--- src/rtl/acc_bank.sv ---
// acc_bank: a bank of NUM_ACC independent accumulators, each REG_WIDTH bits wide.
// It sits between the ALU output and the processor bus.
//
// Each accepted command (write_en=1 while not busy) does one of the following
// to the accumulator chosen by sel: load, clear, increment, decrement, or a
// shift. A shift runs one bit per cycle over several cycles.
// The accumulator picked by the most recently accepted command drives both
// ALU and bus_out, combinationally.
//
// Ports:
//   clk, reset        clock; synchronous active-high reset
//   write_en          command strobe
//   op[2:0]           command code
//   sel[SEL_W-1:0]    target accumulator
//   shamt[SH_W-1:0]   shift amount for SHL/SHR
//   AC_in, bus_in     load data sources (sampled at the accept edge only)
//   ALU, bus_out      selected accumulator value
//   Zflag/Nflag/Cflag flags of the last completed operation
//   busy              shift in progress; commands are ignored
module acc_bank #(
    parameter int REG_WIDTH = 12,
    parameter int NUM_ACC   = 4,
    parameter int SEL_W     = 2,
    parameter int SH_W      = 4
) (
    input  logic                 clk,
    input  logic                 reset,
    input  logic                 write_en,
    input  logic [2:0]           op,
    input  logic [SEL_W-1:0]     sel,
    input  logic [SH_W-1:0]      shamt,
    input  logic [REG_WIDTH-1:0] AC_in,
    input  logic [REG_WIDTH-1:0] bus_in,
    output logic [REG_WIDTH-1:0] ALU,
    output logic [REG_WIDTH-1:0] bus_out,
    output logic                 Zflag,
    output logic                 Nflag,
    output logic                 Cflag,
    output logic                 busy
);

    typedef enum logic {IDLE, SHIFT} state_t;

    localparam logic [2:0] OP_NOP      = 3'b000;
    localparam logic [2:0] OP_LOAD_ALU = 3'b001;
    localparam logic [2:0] OP_LOAD_BUS = 3'b010;
    localparam logic [2:0] OP_CLR      = 3'b011;
    localparam logic [2:0] OP_INC      = 3'b100;
    localparam logic [2:0] OP_DEC      = 3'b101;
    localparam logic [2:0] OP_SHL      = 3'b110;
    localparam logic [2:0] OP_SHR      = 3'b111;

    // Shifting by REG_WIDTH already clears the register, so longer shifts are clamped.
    localparam logic [SH_W-1:0] MAX_STEPS = SH_W'(REG_WIDTH);

    state_t                 state_q, state_d;
    logic [REG_WIDTH-1:0]   acc_q [NUM_ACC];
    logic [REG_WIDTH-1:0]   acc_d [NUM_ACC];
    logic [SEL_W-1:0]       out_sel_q, out_sel_d;
    logic [SEL_W-1:0]       tgt_q, tgt_d;
    logic                   dir_q, dir_d;     // 1 = shift right
    logic [SH_W-1:0]        cnt_q, cnt_d;
    logic                   z_q, z_d, n_q, n_d, c_q, c_d;

    logic [REG_WIDTH-1:0]   cur;
    logic [REG_WIDTH-1:0]   res;
    logic [REG_WIDTH:0]     sum;

    always_comb begin
        state_d   = state_q;
        out_sel_d = out_sel_q;
        tgt_d     = tgt_q;
        dir_d     = dir_q;
        cnt_d     = cnt_q;
        z_d       = z_q;
        n_d       = n_q;
        c_d       = c_q;
        for (int i = 0; i < NUM_ACC; i++) acc_d[i] = acc_q[i];
        cur = '0;
        res = '0;
        sum = '0;

        case (state_q)
            IDLE: begin
                if (write_en) begin
                    out_sel_d = sel;
                    cur       = acc_q[sel];
                    case (op)
                        OP_LOAD_ALU, OP_LOAD_BUS, OP_CLR: begin
                            if (op == OP_LOAD_ALU)      res = AC_in;
                            else if (op == OP_LOAD_BUS) res = bus_in;
                            else                        res = '0;
                            acc_d[sel] = res;
                            z_d = (res == '0);
                            n_d = res[REG_WIDTH-1];
                            c_d = 1'b0;
                        end
                        OP_INC: begin
                            sum = {1'b0, cur} + (REG_WIDTH+1)'(1);
                            res = sum[REG_WIDTH-1:0];
                            acc_d[sel] = res;
                            z_d = (res == '0);
                            n_d = res[REG_WIDTH-1];
                            c_d = sum[REG_WIDTH];
                        end
                        OP_DEC: begin
                            res = cur - REG_WIDTH'(1);
                            acc_d[sel] = res;
                            z_d = (res == '0);
                            n_d = res[REG_WIDTH-1];
                            c_d = (cur == '0);
                        end
                        OP_SHL, OP_SHR: begin
                            // A zero-length shift behaves exactly like NOP.
                            if (shamt != '0) begin
                                tgt_d   = sel;
                                dir_d   = (op == OP_SHR);
                                cnt_d   = (shamt > MAX_STEPS) ? MAX_STEPS : shamt;
                                state_d = SHIFT;
                            end
                        end
                        default: ; // NOP only moves the output select
                    endcase
                end
            end
            SHIFT: begin
                cur = acc_q[tgt_q];
                res = dir_q ? (cur >> 1) : (cur << 1);
                acc_d[tgt_q] = res;
                cnt_d = cnt_q - SH_W'(1);
                // Flags change only on the final step; C is the bit that step shifts out.
                if (cnt_q == SH_W'(1)) begin
                    state_d = IDLE;
                    z_d = (res == '0);
                    n_d = res[REG_WIDTH-1];
                    c_d = dir_q ? cur[0] : cur[REG_WIDTH-1];
                end
            end
            default: state_d = IDLE;
        endcase
    end

    always_ff @(posedge clk) begin
        if (reset) begin
            state_q   <= IDLE;
            out_sel_q <= '0;
            tgt_q     <= '0;
            dir_q     <= 1'b0;
            cnt_q     <= '0;
            z_q       <= 1'b0;
            n_q       <= 1'b0;
            c_q       <= 1'b0;
            for (int i = 0; i < NUM_ACC; i++) acc_q[i] <= '0;
        end else begin
            state_q   <= state_d;
            out_sel_q <= out_sel_d;
            tgt_q     <= tgt_d;
            dir_q     <= dir_d;
            cnt_q     <= cnt_d;
            z_q       <= z_d;
            n_q       <= n_d;
            c_q       <= c_d;
            for (int i = 0; i < NUM_ACC; i++) acc_q[i] <= acc_d[i];
        end
    end

    assign ALU     = acc_q[out_sel_q];
    assign bus_out = acc_q[out_sel_q];
    assign Zflag   = z_q;
    assign Nflag   = n_q;
    assign Cflag   = c_q;
    assign busy    = (state_q == SHIFT);

endmodule

--- config.mk ---
export PLATFORM = sky130hd
export DESIGN_NAME = acc_bank
export DESIGN_NICKNAME = d
export VERILOG_FILES = /design/src/rtl/acc_bank.sv
export SDC_FILE = /design/constraint.sdc
export NUM_CORES = 1
export LEC_CHECK = 0
export BUFFER_PORTS_ARGS = -buffer_cell sky130_fd_sc_hd__buf_2
export CAP_MARGIN = 20
export CORE_MARGIN = 4
export CORE_UTILIZATION = 35
export DETAILED_ROUTE_END_ITERATION = 10
export SYNTH_ARGS = -nofsm -noshare
export SYNTH_HDL_FRONTEND = slang
export SYNTH_SLANG_ARGS = --single-unit
--- constraint.sdc ---
create_clock -name clk -period 8.8 [get_ports clk]
set_clock_uncertainty 0.2 [all_clocks]
set_input_delay 0.88 -clock clk [delete_from_list [all_inputs] [get_ports clk]]
set_output_delay 0.88 -clock clk [all_outputs]
set_load 0.05 [all_outputs]
# == Yosys cells after proc, flatten, opt, wreduce, memory -nomap -nowiden ==
# Memories as Yosys holds them, arrays and structs flattened. A register that Yosys moved wholly into a read port is not among the register bits.
# Cells that the tools add are included.
# op_classes
n_addsub,3
multipliers,0
div,0
order_cmp,5
n_eq_ne,13
shift,0
n_mux,51
n_bitwise,7
n_reduce_logical,14
# op_table
op,n
48-bit bitwise mux,4
12-bit two-way mux,12
48-bit case mux with 3 select lines,1
48-bit case mux with 2 select lines,1
12-bit logical NOT,5
12-bit demux with 2-bit select,2
48-bit two-way mux,1
4-bit two-way mux,4
1-bit two-way mux,14
12-bit by 1-bit adder with 13-bit output (second input constant),1
3-bit equality test (second input constant),4
12-bit by 1-bit subtractor with 12-bit output (second input constant),1
1-bit case mux with 3 select lines,3
2-bit two-way mux,4
1-bit case mux with 2 select lines,4
4-bit case mux with 2 select lines,1
3-bit by 2-bit equality test with 1-bit output (second input constant),2
3-bit >= comparator (second input constant),2
3-bit by 1-bit < comparator with 1-bit output (second input constant),2
2-bit inverter with 3-bit output,2
3-bit AND reduction,2
4-bit by 1-bit equality test with 1-bit output (second input constant),1
4-bit greater-than comparator (second input constant),1
2-bit by 1-bit inequality test with 1-bit output (second input constant),2
12 further kinds,17
# totals
register_bits,13
latch_bits,0
mem_bits_rw,48
rom_bits,0
output_inout_bits,28
memories,1
# memory_table
name,depth,width,rd,rd_clocked_by_memory_dff,write_ports,line,text
acc_q,4,12,7,2,4,57,logic [REG_WIDTH-1:0] acc_q [NUM_ACC];

# == Logic depth before layout (Yosys ltp) ==
# Gate-level depths: netlist of the first run.
# depth
word_depth,11
depth_mapped,11

# == Least setup slack after synthesis of the first run ==
# No wires, ideal clock.
# synth_timing
kind,in2reg
from,in sel[0]
to,mem acc_q[0][10]
arrival_time_ps,3352
required_ps,8478
setup_slack_ps,5125
stages,10
path_buffers,1
cell_sequence,clkbuf_1 -> mux4_2 -> inv_1 -> ha_1 -> nand2_1 -> or3_1 -> or4_4 -> and4_1 -> o31ai_1 -> a21oi_1
# synth_rtl
element,line,text
from (decl),30,"input logic [SEL_W-1:0] sel,"
to (decl),57,

==> metrics.yaml, run 1 <==
yosys:
  synth_nets: 744
  ys_seq_elements: 65
  yosysSeqAreaShare_pct: 22.3
  syn_area_sq_um: 5840
  synth_area_per_cell_sq_um: 8.34
  synth_ff_type: "dfxtp_1"
  ys_async_sr_fraction_pct: 0
  syn_inst: 701
  synth_cell_type_count: 75
  yosys_warnings: 0
  synth-edff-count: 0
die:
  core_sq_um: 16100
  die_h_um: 137
  rows: 46
  die_area_sq_um: 18800
  fp.dieW_um: 137
  initial_core_util_pct: 36.3
  num_io_pins: 64
worst_setup_path:
  startpoint_type: "primary input"
  worst_r2r_endpoint: "acc_q[3][5]"
  crit_required_ns: 8.82
  critPathCaptureType: "register"
  rr_worst_depth: 7
  criticalPathCategory: "in -> reg"
  worstReg2RegStart: "busy"
  cp.arrival_ns: 4.18
  crit_chain: "buf_2 -> mux4_1 -> nor4_2 -> or4b_4 -> and4_4 -> o31ai_1 -> a21oi_1"
  slowest_stage: "mux4_1"
  rrSetupSlack_ns: 5.25
  critPathMaxFanout: 24
  cpPeakStageDelay_ns: 0.85
final_layout:
  diodes: 0
  syn_to_final_growth_pct: 10.6
  layout.nets: 756
  fin_area_sq_um: 6460
  final_common_cell: "dfxtp_1"
  mostFrequentLayoutCells: "dfxtp_1, buf_2, nor2_1"
  drive_gt1_share_pct: 20.6
  fillers: 1672
route:
  vias: 6389
  dr.pass1.iters: 6
  post_drt_via_cell_ratio: 6.85
  wl_per_cell_um: 25.2
  routed_wl_um: 23500
  drtIter0Drc: 922
  ant_nets: 0
  remaining_drc_errors: 0
global_routing:
  grt_pass1_wl_um: 36400
  grt_usage_pct: 25.4
  grt_max_degree: 47
  grt_pass1_vias: 6241
  antenna_found_initial: 0
  grt_overflow_total: 0
cts:
  cts_buffers: 9
  worstSkewPairLatency_ns: 0.35
  clk_pin_slew_worst_paths_ns: 0.07
  cts-resized-gates: 0
  htree_levels: 3
  cts_root_buf: "clkbuf_16"
  clk_path_buf_depth: 2
  cts_setup_buffers: 0
  cts_num_sinks: 65
  postCtsHoldBufs: 0
  cts_tree: "done"
sta:
  finalCritPeriodShare_pct: 47.3
  hold_viol_final: 0
  setup-tns-final_ns: 0
  rsz0062_at_grt: "no"
  min_period_ns: 4.16
  drv_slew: 0
  fmaxAchievable_mhz: 240
  maxSlewHeadroom_pct: 31.1
  finalSetupViolCount: 0
  tightest_slew_ns: 1.03
worst_hold_path:
  whs_endpoint: "Cflag"
  min_path_cells: 2
  hp-start: "Cflag"
  hold_class: "reg -> reg"
placement:
  io_buffers: 63
  placed_area_sq_um: 6170
  place.gp.congestion: 0.976
  place_hpwl_um: 16500
power_and_ir_drop:
  power_w: 0.00103
  leakage_nw: 2.21
  pwr_density_cell_nw_per_um2: 159
  peakVddDrop_uv: 101
run:
  cap_viol_max_count: 0
run_status:
  run_status: "complete, no violations"
[worst max-delay path, delay by kind of cell]
family	cells	cell delay (ns)
AOI/OAI and AO/OA	2	0.34
muxes	1	0.85
and+or+nand+nor	3	1.56
buffers and inverters	1	0.53
[state kept, by name (all words and copies together) (netlist names), 2 cells and up, named ones only]
register,count
out_sel_q,2
tgt_q,2
cnt_q,4
acc_q,48
[per-stage QoR]
| step | hold slack, ns | instances | utilization, % | worst slack, ns |
|---|---|---|---|---|
| 3_3_place_gp | 0.241 | 918 | 38.3 | 4.39 |
| 5_1_grt | 0.271 | 933 | 40.1 | 4.42 |
| 2_1_floorplan | 0.267 | 701 | - | 5.13 |
| 4_1_cts | 0.252 | 933 | 40.1 | 4.65 |
| 6_report | 0.249 | 933 | 40.1 | 4.64 |
| 3_5_place_dp | 0.243 | 918 | 38.3 | 4.30 |
[synthesized netlist by cell type (15+ instances only)]
cell type  number  area [sq um]
dfxtp_1        65          1300
nor2_1         61           229
a21oi_1        54           270
clkbuf_1       50           188
nand2_1        45           169
mux4_2         33           743
o21ai_0        32           160
nand3_1        22           110
a31oi_1        21           131
nor3_1         17          85.1
inv_1          16          60.1
mux2i_1        16           160
o221ai_1       15           131
[power breakdown]
| part | internal (W) | switching (W) | leakage (nW) |
|---|---|---|---|
| clock | 0.000232 | 0.000138 | 0.148 |
| combinational | 0.000108 | 0.000203 | 1.53 |
| sequential | 0.000314 | 0.0000317 | 0.531 |
| total | 0.000654 | 0.000373 | 2.21 |
[worst max-delay path by stage]
stage / from / end / slack [ns] / cells after the start
6_report: sel[1] / acc_q[3][9] / 4.64 / 7
5_1_grt: sel[1] / acc_q[3][9] / 4.42 / 7
2_1_floorplan: sel[0] / acc_q[0][10] / 5.13 / 10
3_3_place_gp: sel[1] / acc_q[2][9] / 4.39 / 7
4_1_cts: sel[1] / acc_q[3][9] / 4.65 / 7
3_5_place_dp: sel[1] / acc_q[3][9] / 4.30 / 7
[per-layer routing]
metal,track usage [%],wire length [um],vias to the layer above,share of wire [%]
li1,-,-,2776,-
met1,33.4,9360,3101,40
met2,39.7,10700,431,45
met3,6.06,2500,81,11
met4,11.6,999,0,4.2
met5,0,0,-,0
[final cells by class]
class | count | area [sq um] | area share [%]
multi-input combinational | 546 | 4140 | 64.0
sequential | 65 | 1300 | 20.1
timing repair buffer | 74 | 398 | 6.15
tap | 216 | 270 | 4.18
clock buffer | 12 | 256 | 3.97
inverter | 17 | 63.8 | 0.987
clock inverter | 3 | 40.0 | 0.619
[cell families (layout without fill, tap and decap cells)]
| group | after synthesis | after routing | synth area share [%] |
|---|---|---|---|
| AOI/OAI and AO/OA | 239 | 239 | 28.6 |
| and+or+nand+nor | 231 | 231 | 20.9 |
| buffers and inverters | 90 | 106 | 7.17 |
| DFF | 65 | 65 | 22.3 |
| muxes | 57 | 57 | 17.8 |
| xor gates and xnor gates | 12 | 12 | 1.80 |
| adders and majority gates | 7 | 7 | 1.50 |
No activity file was read; power rests on OpenSTA's default activity.
==> run 2: changes to the inputs <==
==> constraint.sdc (replaced) <==
create_clock -name clk -period 3.5 [get_ports clk]
set_clock_uncertainty 0.2 [all_clocks]
set_input_delay 0.35 -clock clk [delete_from_list [all_inputs] [get_ports clk]]
set_output_delay 0.35 -clock clk [all_outputs]
set_load 0.05 [all_outputs]
==> metrics.yaml, run 2 (synthesis results as in run 1) <==
die:
  die_area_sq_um: 18800
  num_io_pins: 64
  initial_core_util_pct: 36.3
  rows: 46
  fp.dieW_um: 137
  die_h_um: 137
  core_sq_um: 16100
route:
  post_drt_via_cell_ratio: 6.63
  vias: 6546
  wl_per_cell_um: 25.4
  drtIter0Drc: 870
  dr.pass1.iters: 5
  remaining_drc_errors: 0
  routed_wl_um: 25100
  ant_nets: 0
power_and_ir_drop:
  leakage_nw: 2.49
  intPower_w: 0.00183
  combPwrFrac_pct: 30.6
  peakVddDrop_uv: 277
  p_seq_share_pct: 30.6
  p_clk_share_pct: 38.9
  p_switching_w: 0.000999
  swShare_pct: 35.3
  power_w: 0.00283
  pwr_density_cell_nw_per_um2: 408
cts:
  cts_setup_buffers: 0
  cts_num_sinks: 65
  htree_levels: 3
  clk_path_buf_depth: 2
  clk_pin_slew_worst_paths_ns: 0.07
  worstSkewPairLatency_ns: 0.36
  cts_buffers: 9
  cts_tree: "done"
  cts_root_buf: "clkbuf_16"
  cts-resized-gates: 0
  postCtsHoldBufs: 0
sta:
  maxSlewHeadroom_pct: 34.5
  fmaxAchievable_mhz: 329
  timing.final.ws_setup_ns: 0.458
  setup-tns-final_ns: 0
  drv_slew: 0
  finalCritPeriodShare_pct: 86.9
  min_period_ns: 3.04
  tightest_slew_ns: 0.981
  rsz0062_at_grt: "no"
  hold_viol_final: 0
  finalSetupViolCount: 0
worst_setup_path:
  cpPeakStageDelay_ns: 0.66
  worst-path-buf-inv: 2
  critPathTopFamily: "simple AND/OR/NAND/NOR gates"
  crit_required_ns: 3.56
  slowest_stage: "or4_1"
  criticalPathCategory: "in -> reg"
  startpoint_type: "primary input"
  critPathCaptureType: "register"
  critPathMaxFanout: 9
  crit_chain: "buf_2 -> mux4_1 -> or4_1 -> buf_4 -> and4bb_2 -> or3_1 -> nand3_1 -> o41ai_1"
  cp.arrival_ns: 3.10
final_layout:
  top_regs: "acc_q x48, cnt_q x4"
  layout.nets: 809
  final_common_cell: "dfxtp_1"
  drive_gt1_share_pct: 26.2
  mostFrequentLayoutCells: "dfxtp_1, buf_2, buf_4"
  largest_register_ffs: 48
  syn_to_final_growth_pct: 18.5
  multiInputGateArea_sq_um: 4140
  regArea_sq_um: 1300
  top_register: "acc_q"
  fillers: 1635
  layout.cells.non_filler: 987
  diodes: 0
placement:
  dpl_worst_slack_ns: 0.118
  io_buffers: 63
  place_hpwl_um: 18300
  place.gp.congestion: 1.03
  place_inst: 971
run:
  cap_viol_max_count: 0
worst_hold_path:
  hold_class: "in -> reg"
global_routing:
  grt_max_degree: 33
  grt_usage_pct: 27.0
  grt_pass1_wl_um: 37800
  grt_pass1_vias: 6234
  grt_overflow_total: 0
  antenna_found_initial: 0
run_status:
  run_status: "complete, no violations"
[run 2: metal layers]
metal,wire length (um),global-route usage [%],vias to the layer above
li1,-,-,2879
met1,9980,36.0,3153
met2,11200,41.4,436
met3,2810,6.98,78
met4,1110,11.7,0
met5,0,0,-
[run 2: path summary, 6_finish.rpt]
| kind | from | to | slack, ns | cells after the start |
|---|---|---|---|---|
| min | shamt[3] | cnt_q[3] | 0.08 | 3 |
| max | sel[1] | Nflag | 0.46 | 8 |
| max reg2reg | acc_q[3][1] | acc_q[0][10] | 0.47 | 9 |
| min reg2reg | Cflag | Cflag | 0.27 | 2 |
[run 2: area by class of cell]
| class | count | share of cell area, % |
|---|---|---|
| well taps | 216 | 3.90 |
| repair buffers | 127 | 11.7 |
| inverters | 17 | 0.922 |
| multi-input cells | 546 | 59.7 |
| clock buffers | 11 | 3.51 |
| clock inverters | 5 | 1.48 |
| flip-flops and latches | 65 | 18.8 |
[run 2: stage by stage]
stage | hold WS [ns] | utilization [%] | area [sq um]
2_1_floorplan | 0.267 | - | 5840
3_3_place_gp | 0.243 | 40.8 | 6580
3_5_place_dp | 0.265 | 40.8 | 6580
4_1_cts | 0.0738 | 43.0 | 6920
5_1_grt | 0.0913 | 43.0 | 6920
6_report | 0.0819 | 43.0 | 6920
[run 2: tightest hold or removal path, stage by stage]
cell and delay (ns):
buf_2 0.11, a222oi_1 0.06, nor2_1 0.08
[run 2: power groups by stage]
stage / Clock (W) / Combinational [W] / Sequential [W]
detailed placement: 0 / 0.000843 / 0.000877
global route: 0.00113 / 0.000915 / 0.000869
floorplan: 0 / 0.000584 / 0.000852
finish: 0.00110 / 0.000864 / 0.000864
CTS: 0.00110 / 0.000848 / 0.000860
global placement: 0 / 0.000838 / 0.000874
==> run 3: changes to the inputs <==
--- a/config.mk
+++ b/config.mk
@@ -9,7 +9,9 @@
 export CAP_MARGIN = 20
 export CORE_MARGIN = 4
 export CORE_UTILIZATION = 35
+export CTS_BUF_LIST = sky130_fd_sc_hd__clkbuf_4
 export DETAILED_ROUTE_END_ITERATION = 10
+export SETUP_SLACK_MARGIN = 0.3
 export SYNTH_ARGS = -nofsm -noshare
 export SYNTH_HDL_FRONTEND = slang
 export SYNTH_SLANG_ARGS = --single-unit
==> constraint.sdc (replaced) <==
create_clock -name clk -period 3.5 [get_ports clk]
set_clock_uncertainty 0.2 [all_clocks]
set_input_delay 0.35 -clock clk [delete_from_list [all_inputs] [get_ports clk]]
set_output_delay 0.35 -clock clk [all_outputs]
set_load 0.01 [all_outputs]
==> metrics.yaml, run 3 (synthesis results as in run 1) <==
run_status:
  run_status: "complete, no violations"
cts:
  cts_num_sinks: 65
  htree_levels: 3
  worstSkewPairLatency_ns: 0.48
  clk_path_buf_depth: 2
  clk_pin_slew_worst_paths_ns: 0.13
  cts_buffers: 9
  cts_tree: "done"
  cts_root_buf: "clkbuf_4"
final_layout:
  layout.nets: 811
  fillers: 1654
  top_regs: "acc_q x48, cnt_q x4"
  syn_to_final_growth_pct: 16.0
  diodes: 0
  mostFrequentLayoutCells: "dfxtp_1, buf_2, buf_4"
  final_common_cell: "dfxtp_1"
  top_register: "acc_q"
  layout.cells.non_filler: 989
  drive_gt1_share_pct: 26.1
  largest_register_ffs: 48
die:
  core_sq_um: 16100
  die_h_um: 137
  initial_core_util_pct: 36.3
  die_area_sq_um: 18800
  num_io_pins: 64
  rows: 46
  fp.dieW_um: 137
route:
  dr.max_layer_used: "met4"
  vias: 6601
  remaining_drc_errors: 0
  routed_wl_um: 25100
  wl_per_cell_um: 25.4
  ant_nets: 0
  drtIter0Drc: 719
  dr.pass1.iters: 6
  drt-met1-wl_um: 10200
  wl_met3_um: 2660
  dr_wl_met2_um: 11200
  post_drt_via_cell_ratio: 6.67
sta:
  fmaxAchievable_mhz: 331
  tightest_slew_ns: 1.05
  drv_slew: 0
  finalSetupViolCount: 0
  finalCritPeriodShare_pct: 86.4
  hold_viol_final: 0
  rsz0062_at_grt: "no"
  setup-tns-final_ns: 0
  maxSlewHeadroom_pct: 30.1
  min_period_ns: 3.02
worst_setup_path:
  critPathMaxFanout: 5
  cp.arrival_ns: 3.20
  worst_r2r_endpoint: "acc_q[0][10]"
  startpoint_type: "register"
  rr_worst_depth: 9
  rrSetupSlack_ns: 0.48
  criticalPathCategory: "reg -> reg"
  crit_required_ns: 3.67
  critPathCaptureType: "register"
  worstReg2RegStart: "acc_q[1][0]"
worst_hold_path:
  min_path_cells: 3
  whs_endpoint: "cnt_q[1]"
  hold_class: "in -> reg"
  hp-start: "shamt[1]"
power_and_ir_drop:
  leakage_nw: 2.43
  swShare_pct: 36.9
  pwr_density_cell_nw_per_um2: 346
  combPwrFrac_pct: 33.7
  p_switching_w: 0.000865
  intPower_w: 0.00148
  peakVddDrop_uv: 219
  p_seq_share_pct: 36.8
  p_clk_share_pct: 29.5
placement:
  place_hpwl_um: 18300
  io_buffers: 63
  place.gp.congestion: 1.03
  place_inst: 971
global_routing:
  grt_overflow_total: 0
  grt_max_degree: 33
  antenna_found_initial: 0
  grt_usage_pct: 26.9
  grt_pass1_wl_um: 37700
  grt_pass1_vias: 6237
run:
  cap_viol_max_count: 0
-- run 3: repair_timing --
item,CTS,global route
hold buffers,2,0
hold endpoints to repair,2,0
setup buffers,0,0
resized for setup,0,0
-- run 3: worst max-delay path: stages (launching register included) --
cell	delay, ns
dfxtp_1	0.38
mux4_2	0.50
inv_1	0.12
ha_1	0.22
nand2_1	0.06
or3_1	0.42
or4_4	0.47
and4_1	0.24
o31ai_1	0.21
a21oi_1	0.09
-- run 3: area by class of cell --
class / instances / area, sq um / area share [%]
clock buffer: 10 / 75.1 / 1.11
timing repair buffer: 129 / 828 / 12.2
inverter: 17 / 63.8 / 0.941
multi-input combinational: 546 / 4140 / 61.0
sequential: 65 / 1300 / 19.2
tap: 216 / 270 / 3.99
clock inverter: 6 / 106 / 1.57
-- run 3: metal layers --
metal | GRT usage (%) | vias to the layer above
li1 | - | 2883
met1 | 35.7 | 3212
met2 | 41.3 | 427
met3 | 7.12 | 79
met4 | 11.3 | 0
met5 | 0 | -
-- run 3: worst max path at each step --
stage           startpoint  cells past startpoint  slack, ns      endpoint
6_report       acc_q[1][0]                      9       0.48  acc_q[0][10]
4_1_cts        acc_q[3][1]                      9       0.49  acc_q[0][10]
2_1_floorplan       sel[0]                     10       0.36  acc_q[0][10]
5_1_grt        acc_q[3][1]                      9       0.36  acc_q[3][10]
3_3_place_gp        sel[1]                     10       0.15  acc_q[0][10]
3_5_place_dp        sel[1]                     10       0.12  acc_q[0][10]
-- run 3: stage by stage --
step           power [W]  setup WS, ns  instance area, sq um  hold WS (ns)  util, %
3_5_place_dp     0.00164         0.118                  6580         0.265     40.8
3_3_place_gp     0.00163         0.147                  6580         0.243     40.8
4_1_cts          0.00232         0.485                  6780       0.00384     42.1
2_1_floorplan    0.00136         0.355                  5840         0.267        -
5_1_grt          0.00243         0.356                  6780        0.0284     42.1
6_report         0.00234         0.476                  6780        0.0332     42.1
-- run 3: power groups by stage --
stage / registers (W) / clock network, W / logic (W)
global route: 0.000869 / 0.000722 / 0.000838
global placement: 0.000874 / 0 / 0.000759
finish: 0.000862 / 0.000692 / 0.000789
floorplan: 0.000843 / 0 / 0.000513
CTS: 0.000859 / 0.000693 / 0.000770
detailed placement: 0.000877 / 0 / 0.000764
